$ cat src/rtl/regfile_pkg.sv
// regfile_pkg: shared widths and FSM states for the register file arbiter
package regfile_pkg;
  localparam int DW_DEF = 8;
  localparam int AW_DEF = 3;
  typedef enum logic [1:0] {IDLE, ACCESS, RESP} state_t;
endpackage

$ cat src/rtl/regfile_arbiter_rr_arb2.sv
// rr_arb2: two-input round-robin picker, grants the pointer side on contention
module rr_arb2 (
  input  logic req_a,
  input  logic req_b,
  input  logic ptr,
  output logic gnt_b,
  output logic nptr
);
  assign gnt_b = req_b & (~req_a | ptr);
  assign nptr = ~gnt_b;
endmodule

$ cat src/rtl/regfile_arbiter.sv
// regfile_arbiter: round-robin arbitration of two requesters onto one register file port
module regfile_arbiter
  import regfile_pkg::*;
#(
  parameter int DW = DW_DEF,
  parameter int AW = AW_DEF
) (
  input  logic          clk,
  input  logic          rst,
  input  logic          a_req,
  input  logic          a_wr,
  input  logic [AW-1:0] a_addr,
  input  logic [DW-1:0] a_wdata,
  output logic          a_gnt,
  output logic          a_rvalid,
  output logic [DW-1:0] a_rdata,
  input  logic          b_req,
  input  logic          b_wr,
  input  logic [AW-1:0] b_addr,
  input  logic [DW-1:0] b_wdata,
  output logic          b_gnt,
  output logic          b_rvalid,
  output logic [DW-1:0] b_rdata,
  output logic [AW-1:0] rf_addr,
  output logic          rf_rd,
  output logic          rf_wr,
  output logic [DW-1:0] rf_wdata,
  input  logic [DW-1:0] rf_rdata,
  output logic          busy
);
  state_t state, nxt;
  logic ptr, sel, lwr, gnt_b, nptr, go, rd, w_wr;
  logic [AW-1:0] w_addr;
  logic [DW-1:0] w_wdata;
  rr_arb2 u_arb (.req_a(a_req), .req_b(b_req), .ptr(ptr), .gnt_b(gnt_b), .nptr(nptr));
  always_comb begin
    go = state == IDLE && (a_req || b_req);
    rd = state == ACCESS && !lwr;
    w_wr = gnt_b ? b_wr : a_wr;
    w_addr = gnt_b ? b_addr : a_addr;
    w_wdata = gnt_b ? b_wdata : a_wdata;
    nxt = go ? ACCESS : rd ? RESP : IDLE;
  end
  always_ff @(posedge clk) state <= rst ? IDLE : nxt;
  always_ff @(posedge clk) begin
    if (rst) begin
      ptr <= 1'b0;
      sel <= 1'b0;
      lwr <= 1'b0;
      a_gnt <= 1'b0;
      b_gnt <= 1'b0;
      a_rvalid <= 1'b0;
      b_rvalid <= 1'b0;
      a_rdata <= '0;
      b_rdata <= '0;
      rf_addr <= '0;
      rf_rd <= 1'b0;
      rf_wr <= 1'b0;
      rf_wdata <= '0;
      busy <= 1'b0;
    end else begin
      if (go) begin
        ptr <= nptr;
        sel <= gnt_b;
        lwr <= w_wr;
      end
      a_gnt <= go & ~gnt_b;
      b_gnt <= go & gnt_b;
      rf_rd <= go & ~w_wr;
      rf_wr <= go & w_wr;
      rf_addr <= go ? w_addr : '0;
      rf_wdata <= go ? w_wdata : '0;
      a_rvalid <= rd & ~sel;
      b_rvalid <= rd & sel;
      if (rd && !sel) a_rdata <= rf_rdata;
      if (rd && sel) b_rdata <= rf_rdata;
      busy <= nxt != IDLE;
    end
  end
endmodule

$ cat config.mk
export PLATFORM = sky130hd
export DESIGN_NAME = regfile_arbiter
export DESIGN_NICKNAME = d
export VERILOG_FILES = /design/src/rtl/regfile_pkg.sv /design/src/rtl/regfile_arbiter_rr_arb2.sv /design/src/rtl/regfile_arbiter.sv
export SDC_FILE = /design/constraint.sdc
export NUM_CORES = 1
export LEC_CHECK = 0
export BUFFER_PORTS_ARGS = -buffer_cell sky130_fd_sc_hd__buf_4
export CORE_MARGIN = 2
export CORE_UTILIZATION = 35
export DETAILED_ROUTE_END_ITERATION = 7
export PLACE_DENSITY = 0.75
export REMOVE_ABC_BUFFERS = 1
export SLEW_MARGIN = 30
export SYNTH_ARGS = -nofsm -noshare
export SYNTH_HDL_FRONTEND = slang
export SYNTH_HIERARCHICAL = 1
export SYNTH_SLANG_ARGS = --single-unit
$ cat constraint.sdc
create_clock -name clk -period 2.2 [get_ports clk]
set_input_delay 0.44 -clock clk [delete_from_list [all_inputs] [get_ports clk]]
set_output_delay 0.44 -clock clk [all_outputs]
set_load 0.1 [all_outputs]
==> flow_metrics.tcl <==
set metrics [dict create \
    setup_tns_ns 0 \
    worst-path-buf-inv 1 \
    ir_drop_mv 0.407 \
    clk_latency_ns 0.28 \
    io-pin-count 70 \
    design_area_um2 1980 \
    synth-edff-count 0 \
    die_y_um 66.4 \
    reg2reg_depth 3 \
    antenna_found_initial 0 \
    syn_inst 133 \
    placed_cells 244 \
    p_per_area_nw_per_um2 836 \
    die_w_um 66.4 \
    grt_max_degree 20 \
    relSlewSlack_pct 59.7 \
    ctsHoldBuffers 0 \
    n_antenna_cell 0 \
    crit_chain "buf_4" \
    crit_family "flip-flops" \
    path_depth 1 \
    synth_commonest_cells "dfxtp_1, nor2_1, mux2i_1, nand2_1, a21oi_1" \
    overflow 0 \
    post_drt_via_cell_ratio 4.60 \
    placed_cell_area_um2 1910 \
    numPortBuffers 69 \
    rows 22 \
    synthTopCellsByArea "dfxtp_1, mux2i_1, nor2_1" \
    drt_iter0_drc 68 \
    syn_avg_cell_area_um2 10.3 \
    period_needed_ns 1.36 \
    crit_path_start "a_rdata[5]" \
    gp_congestion 0.721 \
    timing.final.crit_share_pct 62.0 \
    slew_viol_final 0 \
    drc 0 \
    crit_type "reg -> out" \
    yosysMostFrequentCell "dfxtp_1" \
    cp_slowest_stage_delay_ns 0.35 \
    wl_per_cell_um 11.9 \
    die_area_um2 4410 \
    cts-resized-gates 0 \
    vias 1149 \
    grt_pass1_wl_um 4800 \
    ff2ff_setup_slack_ns 0.85 \
    synth_top_cell_area_share_pct 57.2 \
    rsz0062_at_grt "no" \
    crit_path_end_kind "output port" \
    gr-usage-all-layers_pct 14.9 \
    cp_slowest_cell "dfxtp_1" \
    netlist_area_um2 1360 \
    yosysSeqAreaShare_pct 57.2 \
    cts_buffers 5 \
    critPathLaunchType "flop" \
    area_growth_pct 45.2 \
    clock.fmax_mhz 734 \
    ant_nets 0 \
    drv_cap 0 \
    core_um2 3720 \
    hold_viol 0 \
    synth.distinct_cells 21 \
    finalNetCount 239 \
    cts_tree "done" \
    grt_pass1_vias 1112 \
    postCtsSetupBuffers 0 \
    htree_num_levels 2 \
    dr.pass1.iters 6 \
    finalSetupViolCount 0 \
    outcome "finished, final reports clean" \
    ys_ff_latch 39 \
    cts_sinks 39 \
    cts_root_buf "clkbuf_8" \
    r2r-start "lwr" \
    r2r-end "a_rdata[4]" \
    endpoint "a_rdata[5]" \
    clk_pin_slew_worst_paths_ns 0.07 \
    synth_ff_type "dfxtp_1" \
    clock_skew_ns 0.00248 \
    hold_path_class "in -> reg" \
    final_cells 250 \
    path_max_fanout 2 \
    tightest_slew_ns 0.603 \
    drt-total-wl_um 2980 \
    dp_hpwl_um 2400 \
    ys_async_sr_fraction_pct 0 \
    synth_top_area_cell "dfxtp_1" \
    worstPathRequired_ns 1.76 \
    yosysWarningCount 6 \
    clock_path_buffers 2 \
    crit_arrival_ns 0.92 \
    drive_gt1_share_pct 39.6 \
    start_util_pct 36.7 \
    p_leak_nw 0.913 \
]
-- how the worst min path moves through the flow --
| stage | start | to | slack [ns] | cells after the start |
|---|---|---|---|---|
| floorplan | sel | a_rvalid | 0.45 | 1 |
| detailed placement | a_rdata[7] | a_rdata[7] | 0.45 | 2 |
| finish | a_wdata[2] | rf_wdata[2] | 0.39 | 3 |
| global placement | a_rdata[2] | a_rdata[2] | 0.45 | 2 |
| CTS | a_wdata[2] | rf_wdata[2] | 0.39 | 3 |
| global route | a_wdata[4] | rf_wdata[4] | 0.40 | 3 |
-- registers in the layout, indices dropped and copies added (netlist names) --
| name | cells |
|---|---|
| lwr | 1 |
| b_rdata | 8 |
| ptr | 1 |
| a_gnt | 1 |
| state | 2 |
| b_gnt | 1 |
| rf_rd | 1 |
| rf_addr | 3 |
| rf_wr | 1 |
| a_rdata | 8 |
| sel | 1 |
| rf_wdata | 8 |
| busy | 1 |
| a_rvalid | 1 |
| b_rvalid | 1 |
-- cell usage in the layout, fill, tap and decap left out, types with 2 or more instances in the layout --
cell type,instances
nand2_1,17
or4b_1,2
clkbuf_8,5
a22o_1,2
mux2i_1,20
inv_1,3
buf_4,71
nor2_1,23
dfxtp_1,39
and2_1,3
a21oi_1,8
-- stage by stage --
stage / total power [mW] / utilization, % / hold WS, ns / worst slack, ns
finish: 1.66 / 53.3 / 0.393 / 0.837
global route: 1.73 / 53.3 / 0.399 / 0.751
CTS: 1.68 / 53.3 / 0.387 / 0.821
detailed placement: 1.26 / 51.3 / 0.449 / 0.640
global placement: 1.26 / 51.3 / 0.451 / 0.655
floorplan: 1.12 / - / 0.447 / 0.150
-- metal layers --
metal  vias up  track usage (%)  wire length (um)
met5         -                0                 0
met4         0             5.36                31
met3         3             9.88               476
met2        68             23.6              1330
met1       498             15.7              1140
li1        580                -                 -
-- final cells by class --
| type | count | area [um^2] |
|---|---|---|
| clock buffers | 6 | 72.6 |
| fillers | 377 | 1740 |
| inverters | 4 | 15.0 |
| multi-input cells | 82 | 519 |
| flip-flops and latches | 39 | 781 |
| well taps | 48 | 60.1 |
| repair buffers | 71 | 533 |
-- report_power, final --
part	total [mW]	switching (mW)	internal, mW
registers	0.774	0.0235	0.750
clock network	0.416	0.206	0.211
logic	0.465	0.337	0.128
total	1.66	0.567	1.09
-- logic make-up after synthesis --
family                 count (synthesis)  share of synthesized area [%]
AO/OA/AOI/OAI                         14                           6.42
buffers and inverters                 12                           5.14
flip-flops                            39                           57.2
multiplexers                          20                           14.7
AND/OR/NAND/NOR                       48                           16.5
Note: power is estimated with default switching activity, not from simulation.
